**config.mk**
```make
export PLATFORM = sky130hd
export DESIGN_NAME = i2c_xfer_sequencer_flat
export DESIGN_NICKNAME = d
export VERILOG_FILES = /design/src/rtl/i2c_xfer_sequencer_if.sv /design/src/rtl/i2c_xfer_sequencer.sv /design/src/flat_wrapper.sv
export SDC_FILE = /design/constraint.sdc
export NUM_CORES = 1
export LEC_CHECK = 0
export ABC_AREA = 1
export CAP_MARGIN = 20
export CORE_MARGIN = 2
export CORE_UTILIZATION = 45
export CTS_BUF_LIST = sky130_fd_sc_hd__clkbuf_8
export DETAILED_ROUTE_END_ITERATION = 7
export GPL_ROUTABILITY_DRIVEN = 1
export GPL_TIMING_DRIVEN = 0
export HOLD_SLACK_MARGIN = 0.06
export MAX_ROUTING_LAYER = met4
export PLACE_DENSITY = 0.72
export SETUP_SLACK_MARGIN = 0.1
export SYNTH_ARGS = -nofsm -noshare
export SYNTH_HDL_FRONTEND = slang
export SYNTH_SLANG_ARGS = --single-unit
```
**constraint.sdc**
```tcl
create_clock -name wb_clk_i -period 1.7 [get_ports wb_clk_i]
set_input_delay 0.34 -clock wb_clk_i [delete_from_list [all_inputs] [get_ports wb_clk_i]]
set_output_delay 0.34 -clock wb_clk_i [all_outputs]
set_load 0.02 [all_outputs]
```
**src/rtl/i2c_xfer_sequencer_if.sv**
```systemverilog
// Wishbone link between the transfer sequencer and the I2C master core's
// 8-bit register file.
//   master modport : sequencer side (drives address/data/controls)
//   slave modport  : core side (returns read data and acknowledge)
// Signals:
//   m_adr_o  core register address
//   m_dat_o  write data to the core
//   m_dat_i  read data from the core
//   m_we_o   write enable
//   m_stb_o  strobe
//   m_cyc_o  cycle
//   m_ack_i  acknowledge from the core
interface i2c_xfer_sequencer_if;
    logic [2:0] m_adr_o;
    logic [7:0] m_dat_o;
    logic [7:0] m_dat_i;
    logic       m_we_o;
    logic       m_stb_o;
    logic       m_cyc_o;
    logic       m_ack_i;

    modport master (
        output m_adr_o, m_dat_o, m_we_o, m_stb_o, m_cyc_o,
        input  m_dat_i, m_ack_i
    );

    modport slave (
        input  m_adr_o, m_dat_o, m_we_o, m_stb_o, m_cyc_o,
        output m_dat_i, m_ack_i
    );
endinterface

```
**src/rtl/i2c_xfer_sequencer.sv**
```systemverilog
// Microsequencer that turns single-byte register requests into the
// command/poll sequence of the I2C master core. After reset it programs the
// prescaler and enables the core, then serves one request at a time and
// returns read data or an error code.
// Ports:
//   wb_clk_i, arst_i          clock, asynchronous active-low reset
//   req_valid_i/req_ready_o   request handshake
//   req_rnw_i                 1 = read, 0 = write
//   req_dev_i, req_reg_i      7-bit device address, 8-bit register address
//   req_wdata_i               write data
//   rsp_valid_o               one-cycle completion pulse
//   rsp_rdata_o, rsp_err_o    read data / error (00 ok, 01 NACK, 10 AL, 11 timeout)
//   init_done_o               core initialisation finished
//   wb                        Wishbone master link to the core
//
// state    | meaning
// ---------+-------------------------------------------------------------
// ST_INIT  | write PRERlo, PRERhi, CTR (step_q selects which)
// ST_IDLE  | ready for a request
// ST_TXR   | write TXR for the current step
// ST_CR    | write CR for the current step
// ST_WAIT  | poll SR until TIP clears, then check AL / RxACK
// ST_STO   | write CR = STO after a NACK
// ST_DRAIN | poll SR until the bus is no longer busy
// ST_RXR   | read the received byte
// ST_RESP  | completion pulse
module i2c_xfer_sequencer #(
    parameter logic [15:0] PRESCALE = 16'h0031,
    parameter int unsigned POLL_MAX = 1024
) (
    input  logic                  wb_clk_i,
    input  logic                  arst_i,
    input  logic                  req_valid_i,
    output logic                  req_ready_o,
    input  logic                  req_rnw_i,
    input  logic [6:0]            req_dev_i,
    input  logic [7:0]            req_reg_i,
    input  logic [7:0]            req_wdata_i,
    output logic                  rsp_valid_o,
    output logic [7:0]            rsp_rdata_o,
    output logic [1:0]            rsp_err_o,
    output logic                  init_done_o,
    i2c_xfer_sequencer_if.master  wb
);

    localparam logic [3:0] ST_INIT  = 4'd0;
    localparam logic [3:0] ST_IDLE  = 4'd1;
    localparam logic [3:0] ST_TXR   = 4'd2;
    localparam logic [3:0] ST_CR    = 4'd3;
    localparam logic [3:0] ST_WAIT  = 4'd4;
    localparam logic [3:0] ST_STO   = 4'd5;
    localparam logic [3:0] ST_DRAIN = 4'd6;
    localparam logic [3:0] ST_RXR   = 4'd7;
    localparam logic [3:0] ST_RESP  = 4'd8;

    localparam logic [2:0] ADR_TXR = 3'd3;   // RXR on read
    localparam logic [2:0] ADR_CR  = 3'd4;   // SR on read

    localparam logic [7:0] CR_STA_WR      = 8'h90;
    localparam logic [7:0] CR_WR          = 8'h10;
    localparam logic [7:0] CR_STO_WR      = 8'h50;
    localparam logic [7:0] CR_RD_NACK_STO = 8'h68;
    localparam logic [7:0] CR_STO         = 8'h40;
    localparam logic [7:0] CTR_EN         = 8'h80;

    localparam logic [1:0] ERR_OK   = 2'b00;
    localparam logic [1:0] ERR_NACK = 2'b01;
    localparam logic [1:0] ERR_AL   = 2'b10;
    localparam logic [1:0] ERR_TMO  = 2'b11;

    localparam int unsigned PCW = $clog2(POLL_MAX + 1);
    localparam logic [PCW-1:0] POLL_LAST = PCW'(POLL_MAX - 1);

    logic [3:0]     state_q;
    logic [1:0]     step_q;
    logic [PCW-1:0] poll_q;
    logic [1:0]     err_q;
    logic           rnw_q;
    logic [6:0]     dev_q;
    logic [7:0]     reg_q;
    logic [7:0]     wdata_q;

    logic           stb_q;
    logic           we_q;
    logic [2:0]     adr_q;
    logic [7:0]     dat_q;

    logic [7:0]     txr_val;
    logic [7:0]     cr_val;
    logic [7:0]     init_val;
    logic           last_step;
    logic           rd_step;

    assign wb.m_stb_o = stb_q;
    assign wb.m_cyc_o = stb_q;
    assign wb.m_we_o  = we_q;
    assign wb.m_adr_o = adr_q;
    assign wb.m_dat_o = dat_q;

    assign req_ready_o = (state_q == ST_IDLE);
    assign rsp_valid_o = (state_q == ST_RESP);

    // Step 3 only exists for reads: the RD command, after which RxACK is
    // our own NACK and must not be treated as an error.
    assign rd_step   = rnw_q && (step_q == 2'd3);
    assign last_step = rnw_q ? (step_q == 2'd3) : (step_q == 2'd2);

    always_comb begin
        txr_val = 8'h00;
        cr_val  = 8'h00;
        case (step_q)
            2'd0: begin
                txr_val = {dev_q, 1'b0};
                cr_val  = CR_STA_WR;
            end
            2'd1: begin
                txr_val = reg_q;
                cr_val  = CR_WR;
            end
            2'd2: begin
                if (rnw_q) begin
                    txr_val = {dev_q, 1'b1};
                    cr_val  = CR_STA_WR;
                end else begin
                    txr_val = wdata_q;
                    cr_val  = CR_STO_WR;
                end
            end
            default: begin
                txr_val = 8'h00;
                cr_val  = CR_RD_NACK_STO;
            end
        endcase
    end

    always_comb begin
        init_val = CTR_EN;
        case (step_q)
            2'd0:    init_val = PRESCALE[7:0];
            2'd1:    init_val = PRESCALE[15:8];
            default: init_val = CTR_EN;
        endcase
    end

    // Each access state launches a bus cycle when the strobe is low and
    // advances on the acknowledge. The strobe always drops on the ack edge,
    // which yields the mandatory idle cycle before the next launch.
    always_ff @(posedge wb_clk_i or negedge arst_i) begin
        if (!arst_i) begin
            state_q     <= ST_INIT;
            step_q      <= 2'd0;
            poll_q      <= '0;
            err_q       <= ERR_OK;
            rnw_q       <= 1'b0;
            dev_q       <= 7'h00;
            reg_q       <= 8'h00;
            wdata_q     <= 8'h00;
            stb_q       <= 1'b0;
            we_q        <= 1'b0;
            adr_q       <= 3'd0;
            dat_q       <= 8'h00;
            rsp_rdata_o <= 8'h00;
            rsp_err_o   <= ERR_OK;
            init_done_o <= 1'b0;
        end else begin
            if (stb_q && wb.m_ack_i) begin
                stb_q <= 1'b0;
            end
            case (state_q)
                ST_INIT: begin
                    if (!stb_q) begin
                        stb_q <= 1'b1;
                        we_q  <= 1'b1;
                        adr_q <= {1'b0, step_q};
                        dat_q <= init_val;
                    end else if (wb.m_ack_i) begin
                        if (step_q == 2'd2) begin
                            init_done_o <= 1'b1;
                            step_q      <= 2'd0;
                            state_q     <= ST_IDLE;
                        end else begin
                            step_q <= step_q + 2'd1;
                        end
                    end
                end
                ST_IDLE: begin
                    // The first TXR write goes out straight from the request
                    // inputs so the strobe rises the cycle after acceptance.
                    if (req_valid_i) begin
                        rnw_q   <= req_rnw_i;
                        dev_q   <= req_dev_i;
                        reg_q   <= req_reg_i;
                        wdata_q <= req_wdata_i;
                        step_q  <= 2'd0;
                        err_q   <= ERR_OK;
                        stb_q   <= 1'b1;
                        we_q    <= 1'b1;
                        adr_q   <= ADR_TXR;
                        dat_q   <= {req_dev_i, 1'b0};
                        state_q <= ST_TXR;
                    end
                end
                ST_TXR: begin
                    if (!stb_q) begin
                        stb_q <= 1'b1;
                        we_q  <= 1'b1;
                        adr_q <= ADR_TXR;
                        dat_q <= txr_val;
                    end else if (wb.m_ack_i) begin
                        state_q <= ST_CR;
                    end
                end
                ST_CR: begin
                    if (!stb_q) begin
                        stb_q <= 1'b1;
                        we_q  <= 1'b1;
                        adr_q <= ADR_CR;
                        dat_q <= cr_val;
                    end else if (wb.m_ack_i) begin
                        poll_q  <= '0;
                        state_q <= ST_WAIT;
                    end
                end
                ST_WAIT: begin
                    if (!stb_q) begin
                        stb_q <= 1'b1;
                        we_q  <= 1'b0;
                        adr_q <= ADR_CR;
                    end else if (wb.m_ack_i) begin
                        if (wb.m_dat_i[1]) begin
                            if (poll_q == POLL_LAST) begin
                                rsp_err_o   <= ERR_TMO;
                                rsp_rdata_o <= 8'h00;
                                state_q     <= ST_RESP;
                            end else begin
                                poll_q <= poll_q + 1'b1;
                            end
                        end else if (wb.m_dat_i[5]) begin
                            err_q   <= ERR_AL;
                            poll_q  <= '0;
                            state_q <= ST_DRAIN;
                        end else if (wb.m_dat_i[7] && !rd_step) begin
                            err_q   <= ERR_NACK;
                            state_q <= ST_STO;
                        end else if (last_step) begin
                            if (rnw_q) begin
                                state_q <= ST_RXR;
                            end else begin
                                rsp_err_o   <= ERR_OK;
                                rsp_rdata_o <= 8'h00;
                                state_q     <= ST_RESP;
                            end
                        end else begin
                            step_q  <= step_q + 2'd1;
                            // The RD step has no TXR payload.
                            state_q <= (rnw_q && step_q == 2'd2) ? ST_CR : ST_TXR;
                        end
                    end
                end
                ST_STO: begin
                    if (!stb_q) begin
                        stb_q <= 1'b1;
                        we_q  <= 1'b1;
                        adr_q <= ADR_CR;
                        dat_q <= CR_STO;
                    end else if (wb.m_ack_i) begin
                        poll_q  <= '0;
                        state_q <= ST_DRAIN;
                    end
                end
                ST_DRAIN: begin
                    if (!stb_q) begin
                        stb_q <= 1'b1;
                        we_q  <= 1'b0;
                        adr_q <= ADR_CR;
                    end else if (wb.m_ack_i) begin
                        if (!wb.m_dat_i[6]) begin
                            rsp_err_o   <= err_q;
                            rsp_rdata_o <= 8'h00;
                            state_q     <= ST_RESP;
                        end else if (poll_q == POLL_LAST) begin
                            rsp_err_o   <= ERR_TMO;
                            rsp_rdata_o <= 8'h00;
                            state_q     <= ST_RESP;
                        end else begin
                            poll_q <= poll_q + 1'b1;
                        end
                    end
                end
                ST_RXR: begin
                    if (!stb_q) begin
                        stb_q <= 1'b1;
                        we_q  <= 1'b0;
                        adr_q <= ADR_TXR;
                    end else if (wb.m_ack_i) begin
                        rsp_err_o   <= ERR_OK;
                        rsp_rdata_o <= wb.m_dat_i;
                        state_q     <= ST_RESP;
                    end
                end
                ST_RESP: begin
                    state_q <= ST_IDLE;
                end
                default: begin
                    state_q <= ST_INIT;
                    step_q  <= 2'd0;
                end
            endcase
        end
    end

endmodule

```
**src/flat_wrapper.sv**
```systemverilog
// flat-port wrapper written by rule: the top's interface ports become plain ports
module i2c_xfer_sequencer_flat 
#(
    parameter logic [15:0] PRESCALE = 16'h0031,
    parameter int unsigned POLL_MAX = 1024
)
  (wb_clk_i, arst_i, req_valid_i, req_ready_o, req_rnw_i, req_dev_i, req_reg_i, req_wdata_i, rsp_valid_o, rsp_rdata_o, rsp_err_o, init_done_o, wb_m_adr_o, wb_m_dat_o, wb_m_we_o, wb_m_stb_o, wb_m_cyc_o, wb_m_dat_i, wb_m_ack_i);
  i2c_xfer_sequencer_if wb_i ();
  input  logic wb_clk_i;
  input  logic arst_i;
  input  logic req_valid_i;
  output logic req_ready_o;
  input  logic req_rnw_i;
  input  logic [6:0] req_dev_i;
  input  logic [7:0] req_reg_i;
  input  logic [7:0] req_wdata_i;
  output logic rsp_valid_o;
  output logic [7:0] rsp_rdata_o;
  output logic [1:0] rsp_err_o;
  output logic init_done_o;
  output wire logic [$bits(wb_i.m_adr_o)-1:0] wb_m_adr_o;
  output wire logic [$bits(wb_i.m_dat_o)-1:0] wb_m_dat_o;
  output wire logic [$bits(wb_i.m_we_o)-1:0] wb_m_we_o;
  output wire logic [$bits(wb_i.m_stb_o)-1:0] wb_m_stb_o;
  output wire logic [$bits(wb_i.m_cyc_o)-1:0] wb_m_cyc_o;
  input wire logic [$bits(wb_i.m_dat_i)-1:0] wb_m_dat_i;
  input wire logic [$bits(wb_i.m_ack_i)-1:0] wb_m_ack_i;
  assign wb_m_adr_o = wb_i.m_adr_o;
  assign wb_m_dat_o = wb_i.m_dat_o;
  assign wb_m_we_o = wb_i.m_we_o;
  assign wb_m_stb_o = wb_i.m_stb_o;
  assign wb_m_cyc_o = wb_i.m_cyc_o;
  assign wb_i.m_dat_i = wb_m_dat_i;
  assign wb_i.m_ack_i = wb_m_ack_i;
  i2c_xfer_sequencer #(.PRESCALE(PRESCALE), .POLL_MAX(POLL_MAX)) u_core (.wb_clk_i(wb_clk_i), .arst_i(arst_i), .req_valid_i(req_valid_i), .req_ready_o(req_ready_o), .req_rnw_i(req_rnw_i), .req_dev_i(req_dev_i), .req_reg_i(req_reg_i), .req_wdata_i(req_wdata_i), .rsp_valid_o(rsp_valid_o), .rsp_rdata_o(rsp_rdata_o), .rsp_err_o(rsp_err_o), .init_done_o(init_done_o), .wb(wb_i));
endmodule
```
# [Word-level counts from Yosys, hierarchy flattened]
# Index checks and enable logic that the tools add are counted.
[op_classes] n_addsub=2 n_mux=106 eq_ne=49 reduce_logical=30 n_bitwise=1
[op_table] cell="2-to-1 mux 8 bit" n=20
[op_table] cell="2-to-1 mux 11 bit" n=10
[op_table] cell="2-to-1 mux 4 bit" n=23
[op_table] cell="one-hot mux 8 bit (3 select lines)" n=3
[op_table] cell="2-to-1 mux 2 bit" n=28
[op_table] cell="inequality test 2 bit, second input constant" n=21
[op_table] cell="one-hot mux 8 bit (5 select lines)" n=1
[op_table] cell="one-hot mux 4 bit (9 select lines)" n=1
[op_table] cell="one-hot mux 11 bit (3 select lines)" n=1
[op_table] cell="inequality test 2 x 1 -> 1 bit, second input constant" n=10
[op_table] cell="== test 4 x 3 -> 1 bit, second input constant" n=4
[op_table] cell="one-hot mux 8 bit (2 select lines)" n=1
[op_table] cell="AND reduction 16 bit" n=1
[op_table] cell="2-to-1 mux 3 bit" n=4
[op_table] cell="inequality test 3 bit, second input constant" n=4
[op_table] cell="one-hot mux 3 bit (4 select lines)" n=1
[op_table] cell="AND reduction 6 bit" n=2
[op_table] cell="adder 11 x 1 -> 11 bit, second input constant" n=1
[op_table] cell="== test 11 x 10 -> 1 bit, second input constant" n=1
[op_table] cell="AND reduction 11 bit" n=1
[op_table] cell="AND reduction 10 bit" n=1
[op_table] cell="AND reduction 9 bit" n=1
[op_table] cell="nonzero test 3 bit" n=3
[op_table] cell="== test 4 x 2 -> 1 bit, second input constant" n=2
[op_table] cell="other kinds (28)" n=43
[totals] inputBits=36 out_inout_bits=27 wordCells=203 regBits=67

# [Logic depth before layout (Yosys ltp)]
[depth] depth_word=10 ltp_mapped=11 mapped_depth_nobuf=10

# [Worst setup path after synthesis]
# Ideal clock, no wire load.
[synth_path] path_type="register to register" start="register u_core.step_q[0]" end="register u_core.rsp_rdata_o[1]" required_time_ns=1.634 path_stages_with_launch=10 arrival_ns=1.640 setup_slack_ns=-0.006 period_less_slack_ns=1.706 setup_ns=0.066 n_path_buf=1 path_cell_list="dfrtp_1 inv_1 ha_1 inv_1 nor2_1 inv_1 o31ai_2 buf_2 nand4_1 nand2_1"
[synth_between] elab_chain_len=6 elab_cells_between_ends=9 cone_classes="eq/ne (4); mux (1); reduce/logical (4)"
[synth_rtl] item="start, declared" line="i2c_xfer_sequencer.sv:75" source="logic [1:0] step_q;"
[synth_rtl] item="start signal, assigned" line="i2c_xfer_sequencer.sv:182" source="step_q <= step_q + 2'd1;"
[synth_rtl] item="start signal, assigned" line="i2c_xfer_sequencer.sv:254" source="step_q <= step_q + 2'd1;"
[synth_rtl] item="== test 2 bit" line="i2c_xfer_sequencer.sv:105, i2c_xfer_sequencer.sv:106"
[synth_rtl] item="logical AND 1 bit" line="i2c_xfer_sequencer.sv:105" source="assign rd_step = rnw_q && (step_q == 2'd3);"
[synth_rtl] item="logical NOT 1 bit" line="i2c_xfer_sequencer.sv:242" source="end else if (wb.m_dat_i[7] && !rd_step) begin"
[synth_rtl] item="logical AND 1 bit" line="i2c_xfer_sequencer.sv:242"
[synth_rtl] item="inequality test 3 bit (no source line)"
[synth_rtl] item="AND reduction 11 bit (no source line) *"
[synth_rtl] item="end signal, assigned" line="i2c_xfer_sequencer.sv:297" source="rsp_rdata_o <= wb.m_dat_i;"
[synth_rtl] item="end, declared" line="i2c_xfer_sequencer.sv:40" source="output logic [7:0] rsp_rdata_o,"
# Mark *: on every way between the ends. The rest lies on a longest branch, timed or not.
# A chain may end at the register's enable or synchronous reset.

# [Worst setup path in the final report]
[layout_path] start="register u_core.state_q[1]" end="output port req_ready_o"
[layout_between] elab_chain_len=1
[layout_rtl] item="start, declared" line="i2c_xfer_sequencer.sv:74" source="logic [3:0] state_q;"
[layout_rtl] item="start signal, assigned" line="i2c_xfer_sequencer.sv:256" source="state_q <= (rnw_q && step_q == 2'd2) ? ST_CR : ST_TXR;"
[layout_rtl] item="== test 4 x 1 -> 1 bit" line="i2c_xfer_sequencer.sv:100" source="assign req_ready_o = (state_q == ST_IDLE);"
[layout_rtl] item="end, declared" line="flat_wrapper.sv:12" source="output logic req_ready_o;"
# Every way passes these cells.

==> metrics.csv <==
stage,metric,value,unit
pwr,p_sw_frac,0.432,
grt,track_usage,0.233,
setup_path,critical_path_class,reg -> out,
floorplanning,die_area,0.00957,mm^2
setup_path,cpPeakStageDelay,380,ps
finish,final_layout_size_suffix_gt1_frac,0.291,
setup_path,cp_max_fo,6,
finish,finish.utilization,0.664,
clocking,cts.hold.buffers_added,0,
timing,fin_crit_sh,0.992,
timing,timing_worst_slew_pin_value,864,ps
place,place_congestion,0.906,
routing,routed_wl,11400,um
synth,yosysSeqAreaShare,0.423,
routing,drtIter0Drc,211,
synth,avgSynthCellArea,7.59,um^2
timing,slew_headroom,0.424,
timing,period_needed,1690,ps
routing,via_per_inst,5.32,
synth,synth_ff_type,dfrtp_1,
timing,final_hold_viol_count,0,
clocking,cts_buffers,9,
grt,grt_pass1_vias,3731,
pwr,seqPwrFrac,0.276,
synth,synth.distinct_cells,37,
pwr,clkPwrFrac,0.159,
synth,synthDominantCellAreaShare,0.423,
floorplanning,fp.dieH,97.8,um
clocking,cts_tree,built,
timing,fmax,593,MHz
place,hpwlAfterDp,7620,um
grt,grt_pass1_wl,17800,um
setup_path,cp-end-kind,output port,
place,dp_worst_setup_slack,-353,ps
synth,yosysWarnings,0,
floorplanning,die_width,97.8,um
floorplanning,io_pins,63,
clocking,clock-sinks,67,
floorplanning,rows,34,
pwr,total_power,9.31,mW
floorplanning,core_area,0.00864,mm^2
routing,num_vias,4003,
floorplanning,initial_core_util,0.459,
setup_path,path_common_cell,buf_6,
grt,gr-total-overflow,0,
synth,yosysTopAreaCell,dfrtp_1,
place,postPlaceCellArea,0.00473,mm^2
routing,drc_errors,0,
clocking,clk_latency,350,ps
synth,synth_area_leaders,"dfrtp_1 42%, nand2_1 17%, nand3_1 5.4%, inv_1 4.4%, o21ai_0 4.3%",
grt,antenna_found_initial,0,
setup_path,start_kind,register,
routing,ant_nets,0,
setup_path,path_cells,"buf_6, inv_6, nand2_4, nor2_4, buf_6, buf_6",
clocking,cts_buffer_depth,2,
run_status,status,finished clean,
job,maxCapViolCount,0,
timing,hold_slack,61.0,ps
grt,grt_util_met3,0.0379,
synth,synth_edf_count,0,
timing,rsz0062_at_grt,true,
place,port-buffer-count,62,
clocking,root_buffer,clkbuf_8,
timing,setup_viol,0,
synth,syn_nets,566,
grt,grtUsageMet1,0.292,
clocking,clk_pin_slew,80,ps
finish,layout_common_cells,"159 x nand2_1, 62 x dfrtp_1, 41 x buf_4, 38 x inv_1, 36 x nand3_1",
synth,synthArstFlopShare,1.00,
timing,worst_slack,12.9,ps
pwr,comb_power_share,0.565,
worst_hold_path,hp-class,in -> async,
synth,synth_cells,522,
setup_path,required,1360,ps
pwr,p_int,5.29,mW
grt,gr-max-usage-layer,met2,
finish,design_area,0.00573,mm^2
timing,fin_skew,13.5,ps
finish,num-fill-cells,725,
grt,grt_util_met2,0.390,
setup_path,critPathSlowestCell,dfrtp_1,
finish,syn_to_final_growth,44.7,%
pwr,power_density,1620,mW/mm^2
finish,nets,684,
setup_path,crit_arrival,1350,ps
pwr,leakage,2.86,nW
finish,multi_input_area,0.00235,mm^2
routing,wire_per_inst,15.1,um
grt,grt_start_max_net_pins,68,
finish,final_common_cell,nand2_1,
clocking,cts.htree.levels,3,
synth,syn-cell-area,0.00396,mm^2
synth,ys_seq_elements,67,
pwr,p_sw,4.02,mW
finish,final-seq-area,0.00168,mm^2
pwr,ir_worst_vdd,932,uV
routing,drtPass1Iterations,5,
finish,antenna_cells,0,
timing,slew_violations,0,
cells by family after synthesis:
logic type	share of synthesized area
AOI/OAI and AO/OA	0.104
xor gates and xnor gates	0.00442
muxes	0.0426
buffers and inverters	0.0768
and+or+nand+nor	0.324
DFF	0.423
adders and majority gates	0.0253
cell usage after synthesis, types with 2 or more instances:
cell type,n
o21ai_2,3
o21ai_1,2
buf_6,4
mux2_2,15
nor2_2,6
nor2_4,2
o22ai_1,2
inv_2,4
buf_4,3
nor3_1,2
a21oi_1,15
xnor2_1,2
a22oi_1,4
inv_1,46
dfrtp_1,67
nand2_1,177
nand3_1,43
o21ai_0,34
buf_2,6
nand3b_1,2
o211ai_1,2
nand4_1,16
clkbuf_1,5
nand2_2,5
nor2_1,35
nand2_4,2
ha_1,8
sequential cells by signal, indices dropped and copies added (netlist names):
signal and count:
u_core.dev_q 7, u_core.err_q 2, u_core.init_done_o 1, u_core.poll_q 11
u_core.reg_q 8, u_core.rnw_q 1, u_core.rsp_err_o 2, u_core.rsp_rdata_o 8
u_core.state_q 4, u_core.step_q 2, u_core.wb.m_adr_o 3, u_core.wb.m_cyc_o 1
u_core.wb.m_dat_o 8, u_core.wb.m_we_o 1, u_core.wdata_q 8
metal layers:
metal | part of all wire | routed length, um | vias to the layer above
met3 | 0.051 | 583 | 21
met4 | 0.018 | 203 | 0
li1 | - | - | 1941
met5 | 0 | 0 | -
met1 | 0.43 | 4900 | 1899
met2 | 0.50 | 5670 | 142
cell type report:
| class | count | share of cell area |
|---|---|---|
| multi-input cells | 387 | 0.409 |
| flip-flops and latches | 67 | 0.294 |
| repair buffers | 109 | 0.174 |
| inverters | 50 | 0.0349 |
| plain buffers | 16 | 0.0273 |
| well taps | 108 | 0.0236 |
| clock buffers | 9 | 0.0216 |
| clock inverters | 7 | 0.0162 |
power by group through the flow:
stage,Clock (mW),Sequential [mW],Combinational (mW)
after CTS,1.50,2.56,4.53
final,1.48,2.57,5.26
after global routing,1.57,2.64,5.71
after detailed placement,0,2.62,4.01
after floorplan,0,2.80,2.47
after global placement,0,2.60,3.94
metrics by stage:
stage / instances / setup TNS, ps
6_report: 753 / 0
5_1_grt: 753 / -450
3_3_place_gp: 692 / -142910
2_1_floorplan: 522 / 0
3_5_place_dp: 692 / -9020
4_1_cts: 733 / 0
critical path, delay by kind of cell, from the launching register on:
family	cells	cell delay, ps
buffers and inverters	4	440
DFF	1	380
and+or+nand+nor	2	170
repair_timing:
action                                  in CTS  in global routing
pin swaps                                   15                 25
setup buffers                               26                 17
endpoints found under the setup margin      80                 56
resized for setup                          107                 71
cloned                                       1                  3
worst paths after layout:
check	start	endpoint	slack [ps]	cells after the start
worst min-delay path	arst_i	u_core.poll_q[6]$_DFFE_PN0P_	60	1
worst min register to register	u_core.rsp_rdata_o[4]$_DFFE_PN0P_	u_core.rsp_rdata_o[4]$_DFFE_PN0P_	470	2
worst max register to register	u_core.state_q[1]$_DFFE_PN0P_	u_core.wb.m_dat_o[5]$_DFFE_PN0P_	30	12
min in group wb_clk_i	u_core.rsp_rdata_o[4]$_DFFE_PN0P_	u_core.rsp_rdata_o[4]$_DFFE_PN0P_	470	2
worst max-delay path	u_core.state_q[1]$_DFFE_PN0P_	req_ready_o	10	6
max in group asynchronous	arst_i	u_core.step_q[1]$_DFFE_PN0P_	970	1
(Power assumes the default switching activity.)
